## src/rtl/rr_grant_fsm.sv

```systemverilog
// Round-robin grant controller: shares one single-owner resource among N requesters,
// with a per-grant hold limit and a two-cycle release gap between owners.
module rr_grant_fsm #(
    parameter int  N        = 4,
    parameter int  MAX_HOLD = 8,
    localparam int ID_W     = (N > 2) ? $clog2(N) : 1,
    localparam int HC_W     = $clog2(MAX_HOLD + 1)
) (
    input  logic            clk,
    input  logic            reset,
    input  logic [N-1:0]    req,
    output logic [N-1:0]    gnt,
    output logic [ID_W-1:0] gnt_id,
    output logic            busy,
    output logic            timeout,
    output logic [1:0]      state_dbg
);

    // Handshake: req[i] is a level; requester i owns the resource while gnt[i] is high
    // and keeps ownership only as long as it holds req[i] high, up to MAX_HOLD cycles.

    typedef enum logic [1:0] {
        ST_IDLE    = 2'd0,
        ST_GRANT   = 2'd1,
        ST_RELEASE = 2'd2
    } state_e;

    localparam logic [HC_W-1:0] HC_ONE  = HC_W'(1);
    localparam logic [HC_W-1:0] HC_MAX  = HC_W'(MAX_HOLD);
    localparam logic [ID_W-1:0] ID_LAST = ID_W'(N - 1);
    localparam logic [ID_W:0]   N_WIDE  = (ID_W + 1)'(N);

    state_e          state_q, state_d;
    logic [ID_W-1:0] owner_q, owner_d;
    logic [ID_W-1:0] ptr_q, ptr_d;
    logic [HC_W-1:0] hold_cnt_q, hold_cnt_d;
    logic            timeout_q, timeout_d;

    logic            win_valid;
    logic [ID_W-1:0] win_id;
    logic [ID_W-1:0] owner_next;

    always_ff @(posedge clk) begin
        if (reset) begin
            state_q    <= ST_IDLE;
            owner_q    <= '0;
            ptr_q      <= '0;
            hold_cnt_q <= '0;
            timeout_q  <= 1'b0;
        end else begin
            state_q    <= state_d;
            owner_q    <= owner_d;
            ptr_q      <= ptr_d;
            hold_cnt_q <= hold_cnt_d;
            timeout_q  <= timeout_d;
        end
    end

    // First set request at or above ptr, wrapping from N-1 back to 0.
    always_comb begin : winner_search
        logic [ID_W:0] sum;
        win_valid = 1'b0;
        win_id    = '0;
        sum       = '0;
        for (int i = 0; i < N; i++) begin
            sum = {1'b0, ptr_q} + (ID_W + 1)'(i);
            if (sum >= N_WIDE) begin
                sum = sum - N_WIDE;
            end
            if (!win_valid && req[sum[ID_W-1:0]]) begin
                win_valid = 1'b1;
                win_id    = sum[ID_W-1:0];
            end
        end
    end

    assign owner_next = (owner_q == ID_LAST) ? '0 : owner_q + ID_W'(1);

    always_comb begin
        state_d    = state_q;
        owner_d    = owner_q;
        ptr_d      = ptr_q;
        hold_cnt_d = hold_cnt_q;
        timeout_d  = 1'b0;
        case (state_q)
            ST_IDLE: begin
                if (win_valid) begin
                    state_d    = ST_GRANT;
                    owner_d    = win_id;
                    hold_cnt_d = HC_ONE;
                end
            end
            ST_GRANT: begin
                // A voluntary drop wins over the hold limit when both happen together.
                if (!req[owner_q]) begin
                    state_d = ST_RELEASE;
                end else if (hold_cnt_q == HC_MAX) begin
                    state_d   = ST_RELEASE;
                    timeout_d = 1'b1;
                end else begin
                    hold_cnt_d = hold_cnt_q + HC_ONE;
                end
            end
            ST_RELEASE: begin
                state_d = ST_IDLE;
                ptr_d   = owner_next;
            end
            default: begin
                state_d = ST_IDLE;
            end
        endcase
    end

    always_comb begin
        gnt       = '0;
        gnt_id    = '0;
        busy      = 1'b0;
        timeout   = timeout_q;
        state_dbg = state_q;
        if (state_q == ST_GRANT) begin
            gnt[owner_q] = 1'b1;
            gnt_id       = owner_q;
            busy         = 1'b1;
        end
    end

endmodule

```

## config.mk

```make
export PLATFORM = sky130hd
export DESIGN_NAME = rr_grant_fsm
export DESIGN_NICKNAME = d
export VERILOG_FILES = /design/src/rtl/rr_grant_fsm.sv
export SDC_FILE = /design/constraint.sdc
export NUM_CORES = 1
export LEC_CHECK = 0
export ABC_AREA = 1
export BUFFER_PORTS_ARGS = -buffer_cell sky130_fd_sc_hd__buf_2
export CORE_MARGIN = 10
export CORE_UTILIZATION = 48
export CTS_BUF_LIST = sky130_fd_sc_hd__clkbuf_4
export DETAILED_ROUTE_END_ITERATION = 8
export PLACE_DENSITY_LB_ADDON = 0.2
export SLEW_MARGIN = 20
export SYNTH_ARGS = -nofsm -noshare
export SYNTH_HDL_FRONTEND = slang
export SYNTH_SLANG_ARGS = --single-unit
```

## constraint.sdc

```tcl
create_clock -name clk -period 2.5 [get_ports clk]
set_clock_uncertainty 0.1 [all_clocks]
set_input_delay 0.125 -clock clk [delete_from_list [all_inputs] [get_ports clk]]
set_output_delay 0.125 -clock clk [all_outputs]
set_load 0.02 [all_outputs]
```

==> impl_metrics.py <==
metrics = {
    "status": {
        "outcome": "complete, no violations",
    },
    "synth": {
        "syn-cell-area_um2": 868,
        "yosysUniqueCellTypes": 23,
        "yosysTopAreaCellShare_pct": 25.4,
        "synth_seq_area_share_pct": 25.4,
        "synth.yosys.warnings": 0,
        "netlist_instances": 139,
        "postSynth.topFlopCell": "dfxtp_1",
        "netlist_top_cells_count": "nand2_1 (33), inv_1 (22), nor2_1 (16)",
        "post-synth-top-count-cell": "nand2_1",
        "post_synth.cell_area_avg_um2": 6.25,
        "synth_fp_nets": 151,
        "async_reset_ff_share_pct": 0,
        "synth_top_cells_by_area": "dfxtp_1 (25%), nand2_1 (14%), inv_1 (9.5%)",
        "synth-edff-count": 0,
        "postSynthRegisterBits": 11,
        "netlist.top_cell.by_area": "dfxtp_1",
    },
    "detailed_routing": {
        "wl_per_cell_um": 10.9,
        "drtAntennaViolNets": 0,
        "routedLengthMet1_um": 854,
        "drt_iter0_markers": 24,
        "via_count": 897,
        "routed-wl-met2_um": 1020,
        "route.top_layer_used": "met4",
        "met3RoutedLength_um": 73,
        "drt_first_pass_iters": 4,
        "drt-vias-per-instance": 4.90,
        "residual_drc": 0,
        "finalWirelength_um": 1990,
    },
    "critical_path": {
        "timing.reg2reg.setup_slack_ps": 690,
        "timing.setup.critical_path_class": "reg -> reg",
        "setup.worst_path.end_class": "flop",
        "start_kind": "flop",
        "critical_path_arrival_ps": 1870,
        "worst-path-max-fanout": 11,
        "critical_path.top_delay_family": "simple AND/OR/NAND/NOR gates",
        "timing.critical_path.required_ps": 2560,
        "most_repeated_library_cell_on_the_critical_path": "nand2_1",
        "reg2reg_depth": 11,
        "worst_path_max_delay_cell": "dfxtp_1",
        "rr_startpoint": "ptr_q[0]",
        "worst_path_largest_cell_delay_ps": 540,
        "critical_path.cell_chain": "inv_2, nand2_1, nand2_1, nand2_2, nand2_4, nor2_4, nand3_2, nand2_4, nand2_1, nand3_1, o21ai_1",
        "cp_bufs_invs": 1,
        "endpoint_of_the_lowest_slack_register_to_register_path": "hold_cnt_q[1]",
    },
    "final_layout": {
        "post-route-cell-area_um2": 1000,
        "final_net_count": 171,
        "drive_gt1_share_pct": 19.6,
        "filler_cell_count": 186,
        "area_growth_pct": 15.3,
        "antenna_diode_instance_count": 0,
    },
    "min_path": {
        "worst_hold_startpoint": "req[0]",
        "timing.hold.worst_path_depth": 5,
        "hold_path_class": "in -> reg",
        "min_to": "timeout",
    },
    "clock_tree": {
        "cts_root_buffer": "clkbuf_4",
        "numCtsBuffers": 3,
        "ctsResizeCount": 0,
        "tritoncts_clock_tree": "built",
        "cts_max_path_buffers": 2,
        "worst_setup_hold_path_clk_slew_ps": 70,
        "cts_htree_levels": 1,
        "clkLatencyLatePin_ps": 270,
        "cts.sinks": 11,
    },
    "floorplan": {
        "design.die.area_um2": 3910,
        "row_count": 15,
        "initial_core_utilization_pct": 50.3,
        "die_width_um": 62.5,
        "floorplan.io_pins": 16,
        "core_region_area_um2": 1730,
        "die_height_um": 62.5,
    },
    "grt": {
        "first_global_vias": 771,
        "grt_use_total_pct": 9.50,
        "global_route_wire_length_before_repair_um": 3150,
        "grt_start_max_net_pins": 12,
        "overflow": 0,
        "antenna_found_initial": 0,
    },
    "timing": {
        "fraction_of_the_cycle_the_final_worst_path_needs_pct": 72.3,
        "max_slew_margin_pct": 75.3,
        "min_period_ps": 1810,
        "fmax_mhz": 553,
        "hold_violations": 0,
        "post-route-worst-setup-slack_ps": 693,
        "final_max_slew_viol_count": 0,
        "finalSetupViolations": 0,
        "max_slew.worst_pin.slew_ps": 370,
        "tns_ps": 0,
        "setup_repair_after_global_routing_missed_its_margin": "false",
    },
    "placed_design": {
        "hpwl_reported_at_the_end_of_detailed_placement_um": 1610,
        "portBuffers": 15,
        "placement.setup.worst_slack_ps": 749,
        "placedInstanceArea_um2": 963,
        "weighted_congestion_at_the_end_of_routability_driven_global_placement": 0.871,
    },
    "pwr": {
        "p_leak_nw": 0.510,
        "power.internal_mw": 0.423,
        "clock_power_share_pct": 14.0,
        "combPwrFrac_pct": 55.8,
        "seq_power_share_pct": 30.1,
        "worst_ir_drop_vdd_uv": 478,
        "switchingPower_mw": 0.430,
        "power_per_cell_area_nw_per_um2": 852,
        "sw_frac_of_total_pct": 50.4,
    },
    "job": {
        "max_cap_viol_count": 0,
    },
}
[layer usage]
metal | track usage (%) | up-vias
met1 | 9.80 | 397
li1 | - | 474
met5 | 0 | -
met2 | 17.4 | 21
met3 | 2.51 | 5
met4 | 4.19 | 0
[sequential cells by signal, summed over array words and instances (netlist names)]
register / count
hold_cnt_q: 4
timeout: 1
ptr_q: 2
state_dbg: 2
owner_q: 2
[final cells by class]
type	instances	area [um^2]	area share, %
clock buffers	3	22.5	2.25
inverters	25	93.8	9.38
multi-input cells	102	543	54.3
well taps	25	31.3	3.13
repair buffers	16	85.1	8.50
clock inverters	1	5.00	0.500
flip-flops and latches	11	220	22.0
[through the flow]
step	utilization [%]	instances	hold slack, ps	total power [mW]
3_3_place_gp	55.8	178	279	0.726
4_1_cts	58.0	183	214	0.857
2_1_floorplan	-	139	94.1	0.620
3_5_place_dp	55.8	178	282	0.735
5_1_grt	58.0	183	243	0.929
6_report	58.0	183	222	0.853
[power groups by stage]
stage	clock network [mW]	registers, mW	logic [mW]
5_1_grt	0.129	0.263	0.537
6_report	0.120	0.257	0.476
2_1_floorplan	0	0.258	0.362
4_1_cts	0.122	0.256	0.479
3_5_place_dp	0	0.260	0.475
3_3_place_gp	0	0.259	0.467
[kinds of logic (layout without fill, tap and decap cells)]
family / after synthesis / count (layout) / synth area share [%]
AND/OR/NAND/NOR: 77 / 77 / 41.4
adder cells (fa/ha/maj): 6 / 6 / 8.65
AO/OA/AOI/OAI: 17 / 17 / 10.5
XOR/XNOR: 2 / 2 / 2.02
flip-flops: 11 / 11 / 25.4
buffers and inverters: 26 / 45 / 12.1
[worst reg2reg max path, cell delays in order (launching register included)]
cell     delay [ps]
dfxtp_1         540
inv_2           130
nand2_1          90
nand2_1         100
nand2_2         110
nand2_4          60
nor2_4          120
nand3_2         100
nand2_4         120
nand2_1          90
nand3_1          70
o21ai_1          60
[repair_timing]
| item | in CTS | in global routing |
|---|---|---|
| hold buffers | 1 | 0 |
| buffers inserted | 0 | 0 |
| hold endpoints to repair | 2 | 0 |
[cell usage in the layout (no fill, tap or decap)]
cell and n:
nand2_2 6, inv_2 2, buf_2 15, nand2_4 2, xnor2_1 1, nor4_1 1, dfxtp_1 11, clkinv_2 1
nand3_1 15, clkbuf_4 3, nand3_2 1, o211ai_1 1, inv_1 22, clkinv_1 1, o21ai_1 2, a31oi_1 1
nand4_1 2, o21ai_0 5, dlygate4sd3_1 1, a21oi_1 7, nor2_4 1, ha_1 6, nand2_1 33, nor2_1 16
xor2_1 1, a211oi_1 1
[worst max-delay path by stage]
stage                      start  cells past startpoint       endpoint  slack (ps)
floorplan           state_dbg[0]                      4         gnt[0]         760
global placement        ptr_q[0]                     11  hold_cnt_q[1]         790
detailed placement      ptr_q[0]                     11  hold_cnt_q[1]         750
CTS                     ptr_q[0]                     11  hold_cnt_q[1]         740
global route            ptr_q[0]                     11  hold_cnt_q[1]         600
finish                  ptr_q[0]                     11  hold_cnt_q[1]         690
Power figures use the tool's default switching activity.
